===== src/rtl/duty_ctrl.sv =====
// duty_ctrl: two-button duty-cycle controller for a PWM stage.
//
// Each raw button is synchronized, debounced, then fed to a small FSM that
// issues a single step request on press, another once the press has been
// held long enough, and further requests at a fixed repeat rate after that.
// The step requests move a saturating 4-bit duty value.
//
// Ports:
//   clk       sole clock, all state on its rising edge
//   rst       asynchronous, active-high reset
//   btn_up    raw push button, high = pressed, requests duty +1
//   btn_dn    raw push button, high = pressed, requests duty -1
//   duty_cyc  registered duty value (0..15), drives the PWM duty input
//   duty_upd  one-cycle pulse in the cycle duty_cyc takes a new value
//   at_limit  registered, high while duty_cyc is 0 or 15
//
// Internal per-button state (index 0 = up, 1 = dn) is kept in the arrays
// state, hold_cnt and rpt_cnt so checkers can bind to it hierarchically.

module duty_ctrl #(
    parameter int DEB_CYCLES  = 500000,
    parameter int HOLD_CYCLES = 25000000,
    parameter int RPT_CYCLES  = 5000000,
    parameter int DUTY_INIT   = 8
) (
    input  logic       clk,
    input  logic       rst,
    input  logic       btn_up,
    input  logic       btn_dn,
    output logic [3:0] duty_cyc,
    output logic       duty_upd,
    output logic       at_limit
);

    localparam int DW = (DEB_CYCLES  > 1) ? $clog2(DEB_CYCLES)  : 1;
    localparam int HW = (HOLD_CYCLES > 1) ? $clog2(HOLD_CYCLES) : 1;
    localparam int RW = (RPT_CYCLES  > 1) ? $clog2(RPT_CYCLES)  : 1;

    localparam logic [DW-1:0] DEB_LAST  = DW'(DEB_CYCLES - 1);
    localparam logic [HW-1:0] HOLD_LAST = HW'(HOLD_CYCLES - 1);
    localparam logic [RW-1:0] RPT_LAST  = RW'(RPT_CYCLES - 1);
    localparam logic [3:0]    INIT_VAL  = 4'(DUTY_INIT);
    localparam logic          INIT_LIM  = (DUTY_INIT == 0) || (DUTY_INIT == 15);

    typedef enum logic [1:0] {
        IDLE   = 2'd0,
        HELD   = 2'd1,
        REPEAT = 2'd2
    } state_t;

    logic [1:0]    btn_raw;
    logic [1:0]    sync1;
    logic [1:0]    sync2;
    logic [1:0]    deb;
    logic [DW-1:0] deb_cnt   [2];
    state_t        state     [2];
    state_t        state_nxt [2];
    logic [HW-1:0] hold_cnt  [2];
    logic [HW-1:0] hold_nxt  [2];
    logic [RW-1:0] rpt_cnt   [2];
    logic [RW-1:0] rpt_nxt   [2];
    logic [1:0]    step;
    logic [3:0]    duty_nxt;

    assign btn_raw = {btn_dn, btn_up};

    // Two-flop synchronizer: the only flops that see the raw buttons.
    always_ff @(posedge clk or posedge rst) begin
        if (rst) begin
            sync1 <= 2'b00;
            sync2 <= 2'b00;
        end else begin
            sync1 <= btn_raw;
            sync2 <= sync1;
        end
    end

    // Debounce: count while the synchronized level disagrees with the
    // debounced level; any agreement clears the count, so a glitch shorter
    // than DEB_CYCLES never reaches the FSM.
    always_ff @(posedge clk or posedge rst) begin
        if (rst) begin
            deb <= 2'b00;
            for (int i = 0; i < 2; i++) deb_cnt[i] <= '0;
        end else begin
            for (int i = 0; i < 2; i++) begin
                if (sync2[i] == deb[i]) begin
                    deb_cnt[i] <= '0;
                end else if (deb_cnt[i] == DEB_LAST) begin
                    deb[i]     <= sync2[i];
                    deb_cnt[i] <= '0;
                end else begin
                    deb_cnt[i] <= deb_cnt[i] + 1'b1;
                end
            end
        end
    end

    // Press FSM state and timers.
    always_ff @(posedge clk or posedge rst) begin
        if (rst) begin
            for (int i = 0; i < 2; i++) begin
                state[i]    <= IDLE;
                hold_cnt[i] <= '0;
                rpt_cnt[i]  <= '0;
            end
        end else begin
            for (int i = 0; i < 2; i++) begin
                state[i]    <= state_nxt[i];
                hold_cnt[i] <= hold_nxt[i];
                rpt_cnt[i]  <= rpt_nxt[i];
            end
        end
    end

    // Next state and step requests. A debounced release always wins over a
    // timer expiring in the same cycle, so letting go never adds a step.
    always_comb begin
        step = 2'b00;
        for (int i = 0; i < 2; i++) begin
            state_nxt[i] = state[i];
            hold_nxt[i]  = hold_cnt[i];
            rpt_nxt[i]   = rpt_cnt[i];
            case (state[i])
                IDLE: begin
                    if (deb[i]) begin
                        state_nxt[i] = HELD;
                        step[i]      = 1'b1;
                        hold_nxt[i]  = '0;
                    end
                end
                HELD: begin
                    if (!deb[i]) begin
                        state_nxt[i] = IDLE;
                    end else if (hold_cnt[i] == HOLD_LAST) begin
                        state_nxt[i] = REPEAT;
                        step[i]      = 1'b1;
                        rpt_nxt[i]   = '0;
                    end else begin
                        hold_nxt[i] = hold_cnt[i] + 1'b1;
                    end
                end
                REPEAT: begin
                    if (!deb[i]) begin
                        state_nxt[i] = IDLE;
                    end else if (rpt_cnt[i] == RPT_LAST) begin
                        step[i]    = 1'b1;
                        rpt_nxt[i] = '0;
                    end else begin
                        rpt_nxt[i] = rpt_cnt[i] + 1'b1;
                    end
                end
                default: begin
                    state_nxt[i] = IDLE;
                end
            endcase
        end
    end

    // Saturating step; simultaneous up and down requests cancel.
    always_comb begin
        duty_nxt = duty_cyc;
        if (step[0] && !step[1] && (duty_cyc != 4'd15)) begin
            duty_nxt = duty_cyc + 4'd1;
        end else if (step[1] && !step[0] && (duty_cyc != 4'd0)) begin
            duty_nxt = duty_cyc - 4'd1;
        end
    end

    // Flags are derived from the next value so they line up with duty_cyc.
    always_ff @(posedge clk or posedge rst) begin
        if (rst) begin
            duty_cyc <= INIT_VAL;
            duty_upd <= 1'b0;
            at_limit <= INIT_LIM;
        end else begin
            duty_cyc <= duty_nxt;
            duty_upd <= (duty_nxt != duty_cyc);
            at_limit <= (duty_nxt == 4'd0) || (duty_nxt == 4'd15);
        end
    end

endmodule

===== config.mk =====
export PLATFORM = sky130hd
export DESIGN_NAME = duty_ctrl
export DESIGN_NICKNAME = d
export VERILOG_FILES = /design/src/rtl/duty_ctrl.sv
export SDC_FILE = /design/constraint.sdc
export NUM_CORES = 1
export LEC_CHECK = 0
export CAP_MARGIN = 20
export CORE_MARGIN = 10
export CORE_UTILIZATION = 60
export DETAILED_ROUTE_END_ITERATION = 12
export PLACE_DENSITY_LB_ADDON = 0.05
export SLEW_MARGIN = 20
export SYNTH_ARGS = -nofsm -noshare
export SYNTH_HDL_FRONTEND = slang
export SYNTH_SLANG_ARGS = --single-unit

===== constraint.sdc =====
create_clock -name clk -period 8 [get_ports clk]
set_input_delay 1.2 -clock clk [delete_from_list [all_inputs] [get_ports clk]]
set_output_delay 1.2 -clock clk [all_outputs]
set_load 0.02 [all_outputs]

==> impl_metrics.yaml <==
sta:
  maxSlewViolCount: 0
  worst_pin_slew_ps: 1030
  finalCritPeriodShare: 0.402
  maxSlewHeadroom: 0.306
  max_freq_mhz: 311
  setup_tns_ps: 0
  grt_setup_unrepaired: "no"
  whs_ps: 359
  final_hold_viol_count: 0
  setup_viol_count_final: 0
  finalCriticalPeriod_ps: 3220
  fin_skew_ps: 16.3
clock_tree:
  post_cts_resized: 0
  postCtsHoldBufs: 0
  cts_buffers: 17
  cts_root_buffer: "clkbuf_16"
  clkTransAtPathRegs_ps: 60
  cts_sinks: 150
  clk_latency_ps: 440
  cts_buffer_depth: 2
  cts-htree-levels: 4
  post_cts_buffers: 0
  cts_tree: "yes"
floorplan:
  initial_core_util: 0.615
  die_y_microns: 134
  die_w_microns: 134
  rows: 41
  io_pins: 10
  die-area_sq_um: 18000
  core_area_sq_um: 12700
yosys:
  synth_top_family_by_area: "simple AND/OR/NAND/NOR gates"
  synth_warnings: 0
  synthXorXnorAreaFrac: 0.118
  synth_seq_cells: 150
  synth.area.top_cells: "dfrtp_1 (48%), xor2_1 (8.3%), nor2_1 (6.9%)"
  syn_inst: 843
  synth_top_cell_area_share: 0.478
  ys_async_sr_fraction: 1.00
  synthTopCellsByCount: "dfrtp_1 (149), nor2_1 (144), nand2_1 (89)"
  syn_area_sq_um: 7800
  yosysUniqueCellTypes: 60
  synth_largest_area_cell: "dfrtp_1"
  synthFlopType: "dfrtp_1"
  synth-simple-area-share: 0.278
  synthMostInstantiatedCell: "dfrtp_1"
  avgSynthCellArea_sq_um: 9.25
  synth_fa_ha_area_frac: 0.0257
  synth_edf_count: 0
  muxShareOfSynthArea: 0.00273
  synth-compound-area-share: 0.0712
  synth_nets: 863
  yosysSeqAreaShare: 0.482
min_path:
  hp-class: "flop to flop"
placed_design:
  gp_congestion: 0.845
  dp_hpwl_mm: 10.2
  placed_cells: 1004
  port_buffers: 9
global_route:
  grt_pass1_vias: 5703
  grt_usage: 0.171
  grt_max_degree: 82
  grt_pass1_wl_mm: 25.7
  grt_antenna_before_repair: 0
  grt_overflow: 0
critical_path:
  reg2reg_slack_ps: 4780
  arrival_ps: 3510
  cp_data_required_time_ps: 8290
  crit_path_end_kind: "flop"
  startpoint_type: "flop"
  crit_type: "flop to flop"
  critPathMaxFanout: 7
routing:
  vias: 5929
  wl_per_cell_microns: 14.2
  viasPerCell: 5.72
  antenna_left: 0
  drt_iter0_drc: 346
  drt_drc_violations_left: 0
  wirelength_mm: 14.8
  dr.pass1.iters: 4
job:
  maxCapViolations: 0
power_and_ir_drop:
  power.leakage_nw: 3.90
  p_total_w: 0.00158
  p_per_area_nw_per_um2: 183
  ir_drop_mv: 0.153
outcome:
  status: "complete, no violations"
layout:
  fillers: 988
  stdcell_count: 1036
  antennaDiodeCount: 0
  finalNetCount: 871
  post_route_cells_drive_above_1_share: 0.0567
  multi_input_area_sq_um: 3870
  area_growth_pct: 10.7
  regArea_sq_um: 3750
==> worst max-delay path, cell delays in order, from the launching register on <==
cell,delay [ps]
dfrtp_1,420
or4b_4,540
nor4_4,350
a31oi_1,210
nor4_1,910
nor2b_1,310
nand4_1,140
xor2_1,150
nor2_1,50
==> area by class of cell <==
| type | count | share of cell area |
|---|---|---|
| clock inverters | 11 | 0.0142 |
| repair buffers | 12 | 0.0130 |
| flip-flops and latches | 150 | 0.435 |
| multi-input cells | 648 | 0.448 |
| inverters | 22 | 0.0101 |
| well taps | 172 | 0.0249 |
| clock buffers | 21 | 0.0545 |
==> worst paths after layout <==
kind,start,to,cells past startpoint
setup / recovery,hold_cnt[40]$_DFFE_PP0P_,rpt_cnt[42]$_DFFE_PP0P_,8
hold / removal,sync1[0]$_DFF_PP0_,sync2[0]$_DFF_PP0_,0
setup reg to reg,hold_cnt[40]$_DFFE_PP0P_,rpt_cnt[42]$_DFFE_PP0P_,8
hold reg to reg,sync1[0]$_DFF_PP0_,sync2[0]$_DFF_PP0_,0
max in group asynchronous,rst,rpt_cnt[25]$_DFFE_PP0P_,3
min in group asynchronous,rst,rpt_cnt[3]$_DFFE_PP0P_,2
==> where the power goes <==
group / switching, W / internal [W] / total [W]
combinational: 0.0000197 / 0.00000466 / 0.0000244
clock: 0.000307 / 0.000483 / 0.000790
sequential: 0.00000314 / 0.000762 / 0.000766
==> layer usage <==
metal,global-route usage,share of wire,vias up
met1,0.218,0.47,2906
met3,0.0459,0.032,22
met4,0.0701,0.016,0
li1,-,-,2922
met2,0.270,0.48,79
met5,0,0,-
==> sequential cells by signal (all words and copies together), names as in the netlist <==
register	count
deb	2
hold_cnt	50
rpt_cnt	46
state	4
duty_cyc	4
duty_upd	1
deb_cnt	38
sync2	2
sync1	2
at_limit	1
==> cell families (layout without fill, tap and decap cells) <==
| kind of cell | Yosys count | in the layout |
|---|---|---|
| adders and majority gates | 16 | 16 |
| buffers and inverters | 45 | 66 |
| DFF | 150 | 150 |
| muxes | 2 | 2 |
| AOI/OAI and AO/OA | 91 | 91 |
| and+or+nand+nor | 434 | 434 |
| xor gates and xnor gates | 105 | 105 |
==> per-stage QoR <==
stage	utilization	instance area (sq um)	setup slack [ps]
2_1_floorplan	-	7800	2770
3_3_place_gp	0.634	8040	4870
3_5_place_dp	0.634	8040	4770
4_1_cts	0.681	8630	4760
5_1_grt	0.681	8630	4530
6_report	0.681	8630	4780
==> placed cells by master (no fill, tap or decap), drive strengths merged, types with 4 or more instances in the layout <==
cell type	synthesis	routed
clkbuf	21	21
clkdlybuf4s50	0	9
nand3	63	63
dfrtp	149	149
o31ai	6	6
clkinv	0	7
nand2	89	89
nand2b	5	5
and4	6	6
xor2	74	74
nor4b	4	4
inv	22	23
and3	21	21
a31oi	5	5
or2	4	4
ha	16	16
nor3	12	12
xnor2	31	31
nor2b	11	11
or3	11	11
nor2	144	144
nor4	11	11
o21ai	37	37
nand4b	5	5
a21o	5	5
a21oi	19	19
nand4	24	24
and2	8	8
Note: power is estimated with default switching activity, not from simulation.
